## config.mk

```make
export PLATFORM = sky130hd
export DESIGN_NAME = apb_slave_responder
export DESIGN_NICKNAME = d
export VERILOG_FILES = /design/src/rtl/apb_slave_responder.sv
export SDC_FILE = /design/constraint.sdc
export NUM_CORES = 1
export LEC_CHECK = 0
export CORE_ASPECT_RATIO = 0.6
export CORE_MARGIN = 1
export CORE_UTILIZATION = 50
export DETAILED_ROUTE_END_ITERATION = 16
export GPL_TIMING_DRIVEN = 0
export HOLD_SLACK_MARGIN = 0.1
export PLACE_DENSITY = 0.84
export SYNTH_ARGS = -nofsm -noshare
export SYNTH_HDL_FRONTEND = slang
export SYNTH_SLANG_ARGS = --single-unit
```

## constraint.sdc

```tcl
create_clock -name Hclk -period 3 [get_ports Hclk]
set_input_delay 0.45 -clock Hclk [delete_from_list [all_inputs] [get_ports Hclk]]
set_output_delay 0.45 -clock Hclk [all_outputs]
set_load 0.05 [all_outputs]
```

## src/rtl/apb_slave_responder.sv

```systemverilog
// APB completer: decodes one bit of the one-hot Pselx bus, serves a small 32-bit register bank,
// inserts WAIT_CYCLES wait states and flags bad accesses through Pslverr.
module apb_slave_responder #(
    parameter int unsigned SLV_ID      = 0,
    parameter int unsigned NUM_REGS    = 6,
    parameter int unsigned WAIT_CYCLES = 0,
    parameter logic [31:0] ID_VALUE    = 32'hA5B0_0001
) (
    input  logic        Hclk,
    input  logic        Hresetn,
    input  logic [2:0]  Pselx,
    input  logic        Penable,
    input  logic        Pwrite,
    input  logic [31:0] Paddr,
    input  logic [31:0] Pwdata,
    output logic [31:0] Prdata,
    output logic        Pready,
    output logic        Pslverr,
    output logic [31:0] Ctrl_reg
);

    typedef enum logic [0:0] {StIdle, StAccess} state_e;

    localparam logic [9:0] NumRegs  = 10'(NUM_REGS);
    localparam logic [3:0] WaitInit = 4'(WAIT_CYCLES);

    state_e      state_q, state_d;
    logic [3:0]  cnt_q, cnt_d;
    logic [9:0]  idx_q, idx_d;
    logic        write_q, write_d;
    logic [31:0] wdata_q, wdata_d;
    logic        err_q, err_d;
    logic [31:0] prdata_q, prdata_d;
    // Register 0 is the constant ID, so only indices 1.. hold storage.
    logic [31:0] regs_q [1:NUM_REGS-1];
    logic [31:0] regs_d [1:NUM_REGS-1];

    logic        sel;
    logic [9:0]  idx;
    logic        err;
    logic [31:0] rd_val;
    logic        unused_bits;

    assign sel = Pselx[SLV_ID];
    assign idx = Paddr[11:2];
    assign err = (Paddr[1:0] != 2'b00) | (idx >= NumRegs) | (Pwrite & (idx == 10'd0));
    assign unused_bits = ^{Paddr[31:12], Pselx};

    always_comb begin
        rd_val = '0;
        if (idx == 10'd0) begin
            rd_val = ID_VALUE;
        end else begin
            for (int unsigned i = 1; i < NUM_REGS; i++) begin
                if (idx == 10'(i)) rd_val = regs_q[i];
            end
        end
    end

    always_comb begin
        state_d  = state_q;
        cnt_d    = cnt_q;
        idx_d    = idx_q;
        write_d  = write_q;
        wdata_d  = wdata_q;
        err_d    = err_q;
        prdata_d = prdata_q;
        regs_d   = regs_q;
        unique case (state_q)
            StIdle: begin
                // Penable without a preceding setup phase is not a transfer start.
                if (sel && !Penable) begin
                    state_d  = StAccess;
                    cnt_d    = WaitInit;
                    idx_d    = idx;
                    write_d  = Pwrite;
                    wdata_d  = Pwdata;
                    err_d    = err;
                    prdata_d = (Pwrite || err) ? '0 : rd_val;
                end
            end
            StAccess: begin
                if (!sel) begin
                    state_d  = StIdle;
                    prdata_d = '0;
                end else if (cnt_q != 4'd0) begin
                    cnt_d = cnt_q - 4'd1;
                end else if (Penable) begin
                    state_d  = StIdle;
                    prdata_d = '0;
                    if (write_q && !err_q) begin
                        for (int unsigned i = 1; i < NUM_REGS; i++) begin
                            if (idx_q == 10'(i)) regs_d[i] = wdata_q;
                        end
                    end
                end
            end
            default: state_d = StIdle;
        endcase
    end

    always_ff @(posedge Hclk or negedge Hresetn) begin
        if (!Hresetn) begin
            state_q  <= StIdle;
            cnt_q    <= '0;
            idx_q    <= '0;
            write_q  <= 1'b0;
            wdata_q  <= '0;
            err_q    <= 1'b0;
            prdata_q <= '0;
            for (int unsigned i = 1; i < NUM_REGS; i++) regs_q[i] <= '0;
        end else begin
            state_q  <= state_d;
            cnt_q    <= cnt_d;
            idx_q    <= idx_d;
            write_q  <= write_d;
            wdata_q  <= wdata_d;
            err_q    <= err_d;
            prdata_q <= prdata_d;
            regs_q   <= regs_d;
        end
    end

    assign Pready   = (state_q == StAccess) && (cnt_q == 4'd0);
    assign Pslverr  = err_q & Pready;
    assign Prdata   = prdata_q;
    assign Ctrl_reg = regs_q[1];

endmodule

```

==> impl_metrics.yaml <==
run_status:
  outcome: "complete, but fails checks"
  failed_checks: "design-rule violations"
placement:
  place.gp.congestion: 0.852
  place_hpwl_um: 18300
  port_buffers: 114
logic_synthesis:
  synth_top_family_by_area: "multiplexers"
  synth_compound_area_frac: 0.0983
  synth-adder-area-share: 0.00114
  synth_top_area_share: 0.549
  synthTopCellsByArea: "dfrtp_1, mux2_2, mux2i_1"
  async_flop_share: 1.00
  synth_seq_area_share: 0.549
  synthMuxAreaShare: 0.240
  postSynthCellCount: 850
  yosys_register_bits: 241
  synth-simple-area-share: 0.0606
  synth.avg_cell_area_um2: 12.9
  yosysTopAreaCell: "dfrtp_1"
  synthFlopType: "dfrtp_1"
  yosysWarnings: 0
  synthXorXnorAreaFrac: 0
  synth_cell_types: 48
  synth-edff-count: 0
  synthesis.nets: 922
  syn-cell-area_um2: 11000
worst_setup_path:
  critPathKind: "register to output pin"
  crit_family: "buffers and inverters"
  start_kind: "register"
  rr_worst_depth: 7
  r2r_start: "cnt_q[0]"
  timing.rr.end: "regs_q[49]"
  arrival_ns: 2.31
  critPathMaxFanout: 5
  path_cells: "inv_1 > ha_1 > and4bb_1 > and2_1 > dlygate4sd2_1"
  critPathSlowestCell: "dlygate4sd2_1"
  worst-path-buf-inv: 2
  crit_path_max_incr_delay_ns: 0.53
  reg2reg_slack_ns: 0.27
  required_ns: 2.55
  end_kind: "output pin"
routing:
  dr.pass1.iters: 11
  drc: 8
  vias: 7510
  post_drt_wl_per_cell_um: 20.7
  first_iter_violations: 560
  ant_nets: 0
  via_per_inst: 5.84
  wirelength_um: 26600
die:
  dieArea_um2: 22600
  core_area_um2: 21300
  rows: 41
  die_width_um: 193
  start_util: 0.516
  die-height_um: 117
  pin_count: 137
clocking:
  htreeDepth: 1
  cts_max_path_buffers: 3
  cts_tree: "built"
  clockRootBuffer: "clkbuf_16"
  post_cts_buffers: 0
  numCtsBuffers: 22
  clk_latency_ns: 0.52
  cts_sinks: 241
  clkTransAtPathRegs_ns: 0.07
grt:
  grt_pass1_wl_um: 42300
  grt_usage: 0.241
  antenna_found_initial: 0
  grt-busiest-layer: "met2"
  grtUsageMet2: 0.371
  overflow: 0
  grtUsageMet1: 0.359
  grt_pass1_vias: 7430
  grt_max_degree: 103
  grt.met3_usage: 0.0433
final_layout:
  top_register: "regs_q"
  final_nets: 1063
  drive_above_1_share: 0.326
  largest_reg_flops: 128
  antenna_cells: 0
  fillers: 1595
  multi_input_area_um2: 4400
  area_growth_pct: 20.8
  regArea_um2: 6030
timing:
  tightestPinTransition_ns: 1.13
  max_freq_mhz: 362
  relSlewSlack: 0.240
  finalHoldViolCount: 0
  slew_violations: 0
  holdWs_ns: 0.429
  min_period_ns: 2.76
  post-route-period-util: 0.920
  rsz0062_at_grt: "false"
  final.setup_skew_ns: 0.0177
  setup_viol: 0
power_and_ir_drop:
  power.switching_uw: 1640
  leakage_uw: 0.00605
  p_total_uw: 6760
  power.share.switching: 0.242
  pwr-share-seq: 0.519
  p_int_uw: 5120
  peakVddDrop_mv: 0.470
  p_clk_frac: 0.416
  combPwrFrac: 0.065
  power-per-cell-area_nw_per_um2: 509
job:
  maxCapViolCount: 0
min_path:
  hp-class: "input pin to async pin"
## synthesized netlist by cell type (11+ instances only)
cell type and count:
dfrtp_1 241, mux2_2 199, a21oi_1 40, nand2_1 35, buf_4 33, mux2i_1 32
nor2_1 31, nor3_1 25, a211oi_1 23, clkbuf_1 22, o21ai_1 20, o22ai_2 19
buf_2 15, buf_1 11, nor2b_1 11
## power by group through the flow
stage | Sequential (µW) | Clock, µW | Combinational [µW]
floorplan | 3500 | 0 | 226
finish | 3510 | 2810 | 441
global route | 3530 | 2960 | 481
CTS | 3500 | 2830 | 445
global placement | 3560 | 0 | 419
detailed placement | 3560 | 0 | 440
## worst max-delay path by stage
stage	startpoint	endpoint	slack, ns	depth (start not counted)
after floorplan	cnt_q[0]	Ctrl_reg[14]	0.39	8
after global placement	Hresetn	wdata_q[25]	-8.54	1
after detailed placement	Paddr[11]	Prdata[7]	-0.10	6
after CTS	cnt_q[0]	Pready	0.07	4
after global routing	cnt_q[0]	regs_q[36]	0.03	7
final	cnt_q[0]	Pslverr	0.24	5
## cell families after synthesis
logic type,count (synthesis)
fa+ha+maj,1
compound gates,149
buf+inv,95
flops,241
simple gates,128
mux,236
## layer usage
| metal | share of wire | routed length [µm] | vias to the layer above |
|---|---|---|---|
| met5 | 0 | 0 | - |
| met4 | 0.016 | 433 | 0 |
| met3 | 0.076 | 2040 | 34 |
| met2 | 0.44 | 11600 | 320 |
| met1 | 0.47 | 12500 | 3811 |
| li1 | - | - | 3345 |
## area by class of cell
| cell class | count | area share |
|---|---|---|
| Tap cell | 279 | 0.0263 |
| Multi-Input combinational cell | 514 | 0.332 |
| Timing Repair Buffer | 117 | 0.0914 |
| Clock inverter | 10 | 0.00688 |
| Buffer | 89 | 0.0404 |
| Clock buffer | 29 | 0.0472 |
| Sequential cell | 241 | 0.454 |
| Inverter | 6 | 0.00170 |
## worst reg2reg max path: stages (launching register included)
cell and delay, ns:
dfrtp_1 0.41, inv_1 0.10, ha_1 0.25, and4bb_1 0.36, nand3_1 0.13, nor3_1 0.57, buf_2 0.43, mux2_2 0.38
## cell usage in the layout, fill, tap and decap left out, types with 3 or more instances in the layout
cell type	count
dfrtp_1	241
mux2_2	199
clkdlybuf4s50_1	111
a21oi_1	40
nand2_1	35
buf_4	33
mux2i_1	32
nor2_1	31
nor3_1	25
clkbuf_1	24
a211oi_1	23
clkbuf_16	22
o21ai_1	20
o22ai_2	19
buf_2	15
nor2b_1	11
buf_1	11
buf_6	8
o2bb2ai_1	8
o211ai_1	8
o221ai_1	8
o22ai_1	6
o21ai_0	6
clkinv_2	6
inv_1	5
mux2_4	5
clkbuf_8	5
a22o_1	4
nor3b_1	3
or4_1	3
## per-stage QoR
step	setup WS, ns	setup TNS (ns)	area (µm²)	utilization	std cells
2_1_floorplan	0.391	0	11000	-	850
3_3_place_gp	-8.54	-2053.34	12500	0.586	1243
3_5_place_dp	-0.105	-1.34	12500	0.589	1245
4_1_cts	0.0749	0	13300	0.623	1285
5_1_grt	0.0266	0	13300	0.623	1285
6_report	0.239	0	13300	0.623	1285
## timing repair
action                                 in CTS  in global routing
gates resized for setup                     1                  1
hold buffers                                1                  0
endpoints found under the hold margin      49                  0
setup endpoints to repair                   1                  1
Power figures use the tool's default switching activity.
